===== src/rtl/noc_pkg.sv =====
// Shared NoC definitions: direction codes, default sizing and the
// round-robin channel selector used by the output-port arbiters.
package noc_pkg;

  localparam logic [3:0] DIR_NONE = 4'd0;
  localparam logic [3:0] DIR_N    = 4'd1;
  localparam logic [3:0] DIR_E    = 4'd2;
  localparam logic [3:0] DIR_W    = 4'd3;
  localparam logic [3:0] DIR_S    = 4'd4;
  localparam logic [3:0] DIR_L    = 4'd5;

  localparam int DEF_DATASIZE = 40;
  localparam int DEF_DEPTH    = 8;
  localparam int DEF_WIDTH    = 3;

  // Which input channel currently holds round-robin priority (E, S, L).
  typedef enum logic [1:0] {
    RR_CH2 = 2'd0,
    RR_CH4 = 2'd1,
    RR_CH5 = 2'd2
  } rr_sel_e;

endpackage


===== src/rtl/op_00_if.sv =====
// Bundle of route-computation inputs and downstream link signals for an
// output-port unit. The master side is the surrounding router fabric, the
// slave side is the output-port unit itself.
interface op_00_if #(
  parameter int DATASIZE = 40,
  parameter int WIDTH    = 3
);

  logic [DATASIZE-1:0] data_in_2;
  logic [3:0]          direction_in_2;
  logic                rc_ready_2;
  logic [DATASIZE-1:0] data_in_4;
  logic [3:0]          direction_in_4;
  logic                rc_ready_4;
  logic [DATASIZE-1:0] data_in_5;
  logic [3:0]          direction_in_5;
  logic                rc_ready_5;
  logic [DATASIZE-1:0] data_out;
  logic                valid_out;
  logic                ready_in;
  logic [WIDTH:0]      pressure_out;

  modport master (
    output data_in_2, direction_in_2, data_in_4, direction_in_4,
           data_in_5, direction_in_5, ready_in,
    input  rc_ready_2, rc_ready_4, rc_ready_5, data_out, valid_out,
           pressure_out
  );

  modport slave (
    input  data_in_2, direction_in_2, data_in_4, direction_in_4,
           data_in_5, direction_in_5, ready_in,
    output rc_ready_2, rc_ready_4, rc_ready_5, data_out, valid_out,
           pressure_out
  );

endinterface


===== src/rtl/op_rr_arb3.sv =====
// Three-input round-robin arbiter. Bit 0 is the E channel, bit 1 the S
// channel, bit 2 the L channel; the pointer marks who is searched first.
module op_rr_arb3
  import noc_pkg::*;
(
  input  logic       clk,
  input  logic       rst,
  input  logic [2:0] req,
  input  logic       enable,
  output logic [2:0] grant
);

  rr_sel_e rr_ptr;
  rr_sel_e rr_ptr_next;

  // Pick the first requester at or after the pointer in cyclic order.
  always_comb begin
    grant = 3'b000;
    if (enable) begin
      case (rr_ptr)
        RR_CH4: begin
          if      (req[1]) grant = 3'b010;
          else if (req[2]) grant = 3'b100;
          else if (req[0]) grant = 3'b001;
        end
        RR_CH5: begin
          if      (req[2]) grant = 3'b100;
          else if (req[0]) grant = 3'b001;
          else if (req[1]) grant = 3'b010;
        end
        default: begin
          if      (req[0]) grant = 3'b001;
          else if (req[1]) grant = 3'b010;
          else if (req[2]) grant = 3'b100;
        end
      endcase
    end
  end

  // Priority passes to the channel following the winner; idle cycles keep it.
  always_comb begin
    rr_ptr_next = rr_ptr;
    if (grant[0]) rr_ptr_next = RR_CH4;
    if (grant[1]) rr_ptr_next = RR_CH5;
    if (grant[2]) rr_ptr_next = RR_CH2;
  end

  // Pointer register, restarting at the E channel.
  always_ff @(posedge clk) begin
    if (rst) rr_ptr <= RR_CH2;
    else     rr_ptr <= rr_ptr_next;
  end

endmodule


===== src/rtl/op_00.sv =====
// Output-port unit for router node (0,0): arbitrates the E, S and L
// route-computation channels, buffers winners in a first-word-fall-through
// FIFO and reports FIFO occupancy as back-pressure to neighbours.
module op_00
  import noc_pkg::*;
#(
  parameter int         DATASIZE = DEF_DATASIZE,
  parameter int         DEPTH    = DEF_DEPTH,
  parameter int         WIDTH    = DEF_WIDTH,
  parameter logic [3:0] PORT_DIR = DIR_E
) (
  input  logic  op_clk,
  input  logic  rst,
  op_00_if.slave bus
);

  localparam logic [WIDTH:0] FULL_COUNT = (WIDTH+1)'(DEPTH);

  logic [DATASIZE-1:0] mem [DEPTH];
  logic [WIDTH-1:0]    rd_ptr;
  logic [WIDTH-1:0]    wr_ptr;
  logic [WIDTH:0]      count;
  logic [2:0]          req;
  logic [2:0]          grant;
  logic                enable;
  logic                push;
  logic                pop;
  logic [DATASIZE-1:0] wr_data;

  assign req[0] = (bus.direction_in_2 == PORT_DIR);
  assign req[1] = (bus.direction_in_4 == PORT_DIR);
  assign req[2] = (bus.direction_in_5 == PORT_DIR);

  // No grants while full (even if a pop is in flight) or while in reset.
  assign enable = !rst && (count < FULL_COUNT);

  op_rr_arb3 u_arb (
    .clk    (op_clk),
    .rst    (rst),
    .req    (req),
    .enable (enable),
    .grant  (grant)
  );

  assign bus.rc_ready_2 = grant[0];
  assign bus.rc_ready_4 = grant[1];
  assign bus.rc_ready_5 = grant[2];

  assign push = |grant;
  assign pop  = bus.valid_out && bus.ready_in;

  // Route the winning channel's flit towards the FIFO write port.
  always_comb begin
    wr_data = '0;
    if      (grant[0]) wr_data = bus.data_in_2;
    else if (grant[1]) wr_data = bus.data_in_4;
    else if (grant[2]) wr_data = bus.data_in_5;
  end

  // FIFO storage; contents survive reset, only the pointers are cleared.
  always_ff @(posedge op_clk) begin
    if (push) mem[wr_ptr] <= wr_data;
  end

  // Pointer and occupancy bookkeeping; a simultaneous push and pop cancel.
  always_ff @(posedge op_clk) begin
    if (rst) begin
      rd_ptr <= '0;
      wr_ptr <= '0;
      count  <= '0;
    end else begin
      if (push) wr_ptr <= wr_ptr + WIDTH'(1);
      if (pop)  rd_ptr <= rd_ptr + WIDTH'(1);
      if (push && !pop)      count <= count + (WIDTH+1)'(1);
      else if (pop && !push) count <= count - (WIDTH+1)'(1);
    end
  end

  // Head is forced to zero when empty so never-written entries stay hidden.
  assign bus.data_out     = (count != '0) ? mem[rd_ptr] : '0;
  assign bus.valid_out    = (count != '0);
  assign bus.pressure_out = count;

  a_no_overflow: assert property (@(posedge op_clk) disable iff (rst)
    !(push && !pop && count == FULL_COUNT));

  a_no_underflow: assert property (@(posedge op_clk) disable iff (rst)
    !(pop && count == '0));

endmodule


===== src/flat_wrapper.sv =====
// flat-port wrapper written by rule: the top's interface ports become plain ports
module op_00_flat import noc_pkg::*;
#(
  parameter int         DATASIZE = DEF_DATASIZE,
  parameter int         DEPTH    = DEF_DEPTH,
  parameter int         WIDTH    = DEF_WIDTH,
  parameter logic [3:0] PORT_DIR = DIR_E
)
  (op_clk, rst, bus_data_in_2, bus_direction_in_2, bus_data_in_4, bus_direction_in_4, bus_data_in_5, bus_direction_in_5, bus_ready_in, bus_rc_ready_2, bus_rc_ready_4, bus_rc_ready_5, bus_data_out, bus_valid_out, bus_pressure_out);
  op_00_if #(.DATASIZE(DATASIZE), .WIDTH(WIDTH)) bus_i ();
  input  logic op_clk;
  input  logic rst;
  input wire logic [$bits(bus_i.data_in_2)-1:0] bus_data_in_2;
  input wire logic [$bits(bus_i.direction_in_2)-1:0] bus_direction_in_2;
  input wire logic [$bits(bus_i.data_in_4)-1:0] bus_data_in_4;
  input wire logic [$bits(bus_i.direction_in_4)-1:0] bus_direction_in_4;
  input wire logic [$bits(bus_i.data_in_5)-1:0] bus_data_in_5;
  input wire logic [$bits(bus_i.direction_in_5)-1:0] bus_direction_in_5;
  input wire logic [$bits(bus_i.ready_in)-1:0] bus_ready_in;
  output wire logic [$bits(bus_i.rc_ready_2)-1:0] bus_rc_ready_2;
  output wire logic [$bits(bus_i.rc_ready_4)-1:0] bus_rc_ready_4;
  output wire logic [$bits(bus_i.rc_ready_5)-1:0] bus_rc_ready_5;
  output wire logic [$bits(bus_i.data_out)-1:0] bus_data_out;
  output wire logic [$bits(bus_i.valid_out)-1:0] bus_valid_out;
  output wire logic [$bits(bus_i.pressure_out)-1:0] bus_pressure_out;
  assign bus_i.data_in_2 = bus_data_in_2;
  assign bus_i.direction_in_2 = bus_direction_in_2;
  assign bus_i.data_in_4 = bus_data_in_4;
  assign bus_i.direction_in_4 = bus_direction_in_4;
  assign bus_i.data_in_5 = bus_data_in_5;
  assign bus_i.direction_in_5 = bus_direction_in_5;
  assign bus_i.ready_in = bus_ready_in;
  assign bus_rc_ready_2 = bus_i.rc_ready_2;
  assign bus_rc_ready_4 = bus_i.rc_ready_4;
  assign bus_rc_ready_5 = bus_i.rc_ready_5;
  assign bus_data_out = bus_i.data_out;
  assign bus_valid_out = bus_i.valid_out;
  assign bus_pressure_out = bus_i.pressure_out;
  op_00 #(.DATASIZE(DATASIZE), .DEPTH(DEPTH), .WIDTH(WIDTH), .PORT_DIR(PORT_DIR)) u_core (.op_clk(op_clk), .rst(rst), .bus(bus_i));
endmodule

===== config.mk =====
export PLATFORM = sky130hd
export DESIGN_NAME = op_00_flat
export DESIGN_NICKNAME = d
export VERILOG_FILES = /design/src/rtl/noc_pkg.sv /design/src/rtl/op_00_if.sv /design/src/rtl/op_rr_arb3.sv /design/src/rtl/op_00.sv /design/src/flat_wrapper.sv
export SDC_FILE = /design/constraint.sdc
export NUM_CORES = 1
export LEC_CHECK = 0
export CAP_MARGIN = 20
export CORE_MARGIN = 1
export CORE_UTILIZATION = 55
export DETAILED_ROUTE_END_ITERATION = 10
export PLACE_DENSITY = 0.86
export SETUP_SLACK_MARGIN = 0.02
export SYNTH_ARGS = -nofsm -noshare
export SYNTH_HDL_FRONTEND = slang
export SYNTH_SLANG_ARGS = --single-unit

===== constraint.sdc =====
create_clock -name op_clk -period 13 [get_ports op_clk]
set_clock_uncertainty 0.1 [all_clocks]
set_input_delay 3.9 -clock op_clk [delete_from_list [all_inputs] [get_ports op_clk]]
set_output_delay 3.9 -clock op_clk [all_outputs]
set_load 0.01 [all_outputs]

==> results of run 1 <==
layer usage:
layer	GRT usage [%]	share of wire [%]	vias up
li1	-	-	3509
met1	32.6	39	4023
met2	44.4	53	352
met3	3.67	6.4	56
met4	7.88	2.4	0
met5	0	0	-
worst max-delay path by stage:
stage,start,endpoint
after floorplan,bus_direction_in_5[0],u_core.mem[4][0]
after global placement,rst,bus_rc_ready_5
after detailed placement,rst,bus_rc_ready_5
after CTS,rst,bus_rc_ready_5
after global routing,rst,bus_rc_ready_5
final,rst,bus_rc_ready_5
logic make-up after synthesis:
family | after synthesis
DFF | 335
adders and majority gates | 8
buffers and inverters | 59
muxes | 122
and+or+nand+nor | 157
AOI/OAI and AO/OA | 99
xor gates and xnor gates | 5
power groups by stage:
stage	clock [uW]	combinational (uW)	sequential (uW)
2_1_floorplan	0	397	1230
3_3_place_gp	0	643	1280
3_5_place_dp	0	656	1280
4_1_cts	936	665	1260
5_1_grt	979	698	1260
6_report	925	655	1260
cell type report:
cell class	instances	area, um2
Fill cell	1555	7370
Tap cell	324	405
Timing Repair Buffer	206	2000
Clock inverter	16	104
Multi-Input combinational cell	391	3750
Clock buffer	44	950
Inverter	8	30.0
Sequential cell	335	9920
worst max-delay path, stage by stage:
cell and delay, ns:
clkdlybuf4s50_1 0.72, or3b_1 0.50, o32ai_2 0.20, and3_2 0.94, clkdlybuf4s50_1 0.70
sequential cells by signal (all words and copies together), names as in the netlist, named ones only:
name and count:
u_core.bus.pressure_out 4, u_core.mem 320, u_core.u_arb.rr_ptr 2, u_core.rd_ptr 3, u_core.wr_ptr 3
cell usage in the layout (no fill, tap or decap), drive strengths merged, types with 2 or more instances in the layout:
| cell type | instances |
|---|---|
| mux2i | 42 |
| inv | 10 |
| mux4 | 80 |
| buf | 24 |
| o21ai | 6 |
| clkdlybuf4s50 | 182 |
| nor4bb | 2 |
| nor3 | 2 |
| xnor2 | 2 |
| nand2 | 4 |
| nor4 | 2 |
| a21oi | 86 |
| nand3 | 44 |
| ha | 7 |
| dfxtp | 15 |
| nor2 | 90 |
| xor2 | 3 |
| clkinv | 13 |
| edfxtp | 320 |
| clkbuf | 44 |
| nor4b | 6 |
per-stage QoR:
stage / worst slack [ns] / instances
global placement: 2.19 / 1264
finish: 2.03 / 1324
detailed placement: 2.07 / 1264
global route: 1.93 / 1324
floorplan: 3.41 / 785
CTS: 2.07 / 1324
==> flow_metrics.py, run 1 <==
metrics = {
    "layout": {
        "diodes": 0,
        "utilization_pct": 70.0,
        "syn_to_final_growth_pct": 24.0,
        "finalInstanceArea_mm2": 0.0172,
        "fin_nets": 1119,
        "layout-drive-gt1-share_pct": 17.3,
    },
    "floorplan": {
        "fp.dieH_um": 161,
        "floorplan.rows": 57,
        "io_pins": 183,
        "fp.dieW_um": 161,
        "die-area_mm2": 0.0258,
        "core_mm2": 0.0245,
        "start_util_pct": 56.4,
    },
    "clocking": {
        "numClockSinks": 335,
        "numCtsBuffers": 34,
        "clkTransAtPathRegs_ns": 0.06,
        "cts.hold.buffers_added": 0,
        "cts_root_buf": "clkbuf_16",
        "cts_tree": "done",
        "clockBufferDepth": 3,
        "post-cts-setup-buffers": 0,
        "clk_latency_ns": 0.51,
        "h-tree-depth": 2,
        "ctsResizeCount": 0,
    },
    "timing": {
        "fmax_mhz": 91.2,
        "finalSetupTns_ns": 0,
        "setup_viol": 0,
        "worstMarginPinSlew_ns": 1.01,
        "max_slew_margin_pct": 32.6,
        "fin_crit_ns": 10.97,
        "period_share_pct": 84.4,
        "rsz0062_at_grt": "no",
        "whs_ns": 0.388,
        "slew_viol_final": 0,
        "finalHoldViolations": 0,
    },
    "synth": {
        "synth_top_family_by_area": "multiplexers",
        "synth-async-reset-ratio_pct": 0,
        "synth_warnings": 0,
        "ys.flop_type": "edfxtp_1",
        "synth_simple_gate_area_share_pct": 5.54,
        "synth_xor_xnor_area_share_pct": 0.316,
        "ys_top_cells_by_count": "edfxtp_1 (320), nor2_1 (89), a21oi_1 (86)",
        "synth_cell_types": 42,
        "syn_inst": 785,
        "syn_area_mm2": 0.0138,
        "synth_area_leader_cell": "edfxtp_1",
        "syn_nets": 928,
        "synth_edf_count": 320,
        "synth_seq_area_share_pct": 71.6,
        "synth_compound_area_share_pct": 3.82,
        "synth_area_leaders": "edfxtp_1 (69%), mux4_2 (13%), a21oi_1 (3.1%), mux2i_1 (3.0%), nor2_1 (2.4%)",
        "syn_avg_cell_area_um2": 17.6,
        "synth_most_common_cell": "edfxtp_1",
        "synth_seq_cells": 335,
        "muxShareOfSynthArea_pct": 16.1,
        "synth_top_cell_area_share_pct": 69.4,
        "synthAdderAreaFrac_pct": 0.778,
    },
    "routing": {
        "drt_iter0_drc": 627,
        "wire_per_inst_um": 24.1,
        "ant_nets": 0,
        "vias": 7940,
        "first_pass_iters": 5,
        "wl_um": 31900,
        "post-route-drc-count": 0,
        "routed_via_density": 6.00,
    },
    "worst_hold_path": {
        "hp-start": "u_core.rd_ptr[1]",
        "hold_class": "reg -> reg",
        "worstHoldPathCells": 2,
    },
    "power_and_ir_drop": {
        "ir_drop_uv": 104,
        "p_int_uw": 2100,
        "p_seq_share_pct": 44.3,
        "p_sw_uw": 738,
        "power_uw": 2840,
        "power.leakage_uw": 0.00546,
        "p_comb_share_pct": 23.1,
        "clkPwrFrac_pct": 32.6,
        "p_per_area_mw_per_mm2": 165,
        "switching_share_pct": 26.0,
    },
    "critical_path": {
        "r2r_start": "u_core.u_arb.rr_ptr[0]",
        "reg2reg_depth": 16,
        "crit_fanout": 43,
        "criticalPathCategory": "in -> out",
        "r2r-end": "u_core.bus.pressure_out[3]",
        "cp.required_ns": 9.00,
        "cp.arrival_ns": 6.97,
        "endpoint_kind": "output pin",
        "critPathLaunchType": "primary input",
        "r2r_slack_ns": 8.99,
    },
    "placed_design": {
        "hpwl_um": 18200,
        "gp_congestion": 0.745,
        "io_buffers": 182,
        "placed_cell_area_mm2": 0.0161,
    },
    "global_routing": {
        "grt-ovfl-total": 0,
        "grt_pass1_wl_um": 48200,
        "grt_max_degree": 47,
        "track_usage_pct": 25.2,
        "antenna_found_initial": 0,
        "grt_pass1_vias": 8331,
    },
    "status": {
        "status": "complete, no violations",
    },
    "job": {
        "maxCapViolCount": 0,
    },
}
Note: power is estimated with default switching activity, not from simulation.
==> inputs of run 2 (changes only) <==
Clock period 13 ns to 10.4 ns, I/O delays scaled along.
==> run 2 against run 1 <==
Effect of this change:
- register-to-register slack worse by 2.5 ns
- clock power up 29%
- design area up 0.31%
- hold slack gained 0.0040 ns
- first-iteration DRC count decreased by 5.4%
- worst setup slack lost 0.19 ns
- power grew 26%
- final cell count shrank 0.30%
- global-route usage is 1.0 points lower
- critical path type unchanged
- largest power group unchanged
- highest routed layer unchanged
==> flow_metrics.py, run 2 (synthesis results as in run 1) <==
metrics = {
    "status": {
        "status": "complete, no violations",
    },
    "layout": {
        "layout_commonest_cell": "edfxtp_1",
        "fin_nets": 1115,
        "top_register": "u_core.mem",
        "largest_reg_flops": 320,
        "fill_cells": 1542,
        "syn_to_final_growth_pct": 24.4,
        "layout-drive-gt1-share_pct": 18.0,
        "layout_common_cells": "edfxtp_1 (320), clkdlybuf4s50_1 (182), nor2_1 (89), a21oi_1 (86), mux4_2 (80)",
        "diodes": 0,
    },
    "global_routing": {
        "track_usage_pct": 24.2,
        "grt_pass1_vias": 8197,
        "grt_max_degree": 81,
        "grt_pass1_wl_um": 46600,
        "grt-ovfl-total": 0,
        "antenna_found_initial": 0,
    },
    "timing": {
        "slew_viol_final": 0,
        "period_share_pct": 82.2,
        "finalSetupTns_ns": 0,
        "fin_crit_ns": 8.55,
        "setup_viol": 0,
        "fin_ws_ns": 1.85,
        "max_slew_margin_pct": 41.3,
        "finalHoldViolations": 0,
        "fmax_mhz": 117,
        "worstMarginPinSlew_ns": 0.881,
        "rsz0062_at_grt": "no",
    },
    "floorplan": {
        "die-area_mm2": 0.0258,
        "floorplan.rows": 57,
        "fp.dieH_um": 161,
        "fp.dieW_um": 161,
        "core_mm2": 0.0245,
        "io_pins": 183,
        "start_util_pct": 56.4,
    },
    "critical_path": {
        "critPathMaxStageDelay_ns": 0.71,
        "path_cells": "clkdlybuf4s50_1, or3b_1, o32ai_2, nand3_2, inv_2, clkdlybuf4s50_1",
        "crit_fanout": 16,
        "endpoint_kind": "output pin",
        "cp_slowest_cell": "clkdlybuf4s50_1",
        "cp.required_ns": 7.18,
        "critPathLaunchType": "primary input",
        "criticalPathCategory": "in -> out",
        "cpMostUsedCell": "clkdlybuf4s50_1",
        "cp.arrival_ns": 5.33,
    },
    "routing": {
        "drt_iter0_drc": 593,
        "first_pass_iters": 5,
        "wl_um": 30700,
        "post-route-drc-count": 0,
        "wire_per_inst_um": 23.3,
        "ant_nets": 0,
        "vias": 7874,
        "routed_via_density": 5.97,
    },
    "power_and_ir_drop": {
        "power.leakage_uw": 0.00549,
        "ir_drop_uv": 147,
        "p_per_area_mw_per_mm2": 208,
    },
    "clocking": {
        "cts_tree": "done",
        "clkTransAtPathRegs_ns": 0.06,
        "clk_latency_ns": 0.55,
        "clockBufferDepth": 3,
        "numCtsBuffers": 31,
        "h-tree-depth": 1,
        "numClockSinks": 335,
        "ctsResizeCount": 0,
        "cts.hold.buffers_added": 0,
        "post-cts-setup-buffers": 0,
        "cts_root_buf": "clkbuf_16",
    },
    "placed_design": {
        "gp_congestion": 0.727,
        "pre_cts_slack_ns": 1.87,
        "hpwl_um": 17200,
        "io_buffers": 182,
    },
    "worst_hold_path": {
        "hold_class": "reg -> reg",
    },
    "job": {
        "maxCapViolCount": 0,
    },
}
## run 2: report_power, final
| part | leakage [uW] | switching (uW) | total [uW] | internal (uW) |
|---|---|---|---|---|
| clock network | 0.000549 | 468 | 1190 | 727 |
| logic | 0.00185 | 366 | 819 | 453 |
| registers | 0.00309 | 59.9 | 1560 | 1500 |
| total | 0.00549 | 893 | 3570 | 2680 |
## run 2: final timing paths
kind / start / to / slack, ns / cells past startpoint
min: u_core.rd_ptr[1] / register / 0.39 / 2
max reg2reg: u_core.u_arb.rr_ptr[0] / u_core.bus.pressure_out[3] / 6.48 / 17
min reg2reg: u_core.rd_ptr[1] / register / 0.39 / 2
max: rst / bus_rc_ready_2 / 1.85 / 6
## run 2: area by class of cell
class                           instances  area [um2]  area share [%]
Inverter                                8        30.0           0.174
Timing Repair Buffer                  205        2010            11.7
Clock inverter                         18         238            1.38
Sequential cell                       335        9920            57.6
Clock buffer                           39         856            4.97
Tap cell                              324         405            2.35
Multi-Input combinational cell        391        3750            21.8
## run 2: critical path, delay by kind of cell
family                 cells  cell delay, ns
buffers and inverters      3            1.35
AND/OR/NAND/NOR            2            0.65
AO/OA/AOI/OAI              1            0.20
## run 2: metal layers
layer	share of wire (%)	track usage [%]
met1	39	30.8
met2	52	43.2
met3	6.7	3.72
met4	2.2	7.23
met5	0	0
## run 2: through the flow
step	std cells	hold WS, ns	cell area (um2)	power (uW)	util [%]
after floorplan	785	0.354	13800	2040	-
after global placement	1262	0.362	16100	2400	65.6
after detailed placement	1262	0.379	16100	2410	65.6
after CTS	1319	0.392	17200	3600	70.1
after global routing	1320	0.436	17200	3700	70.2
final	1320	0.392	17200	3570	70.2
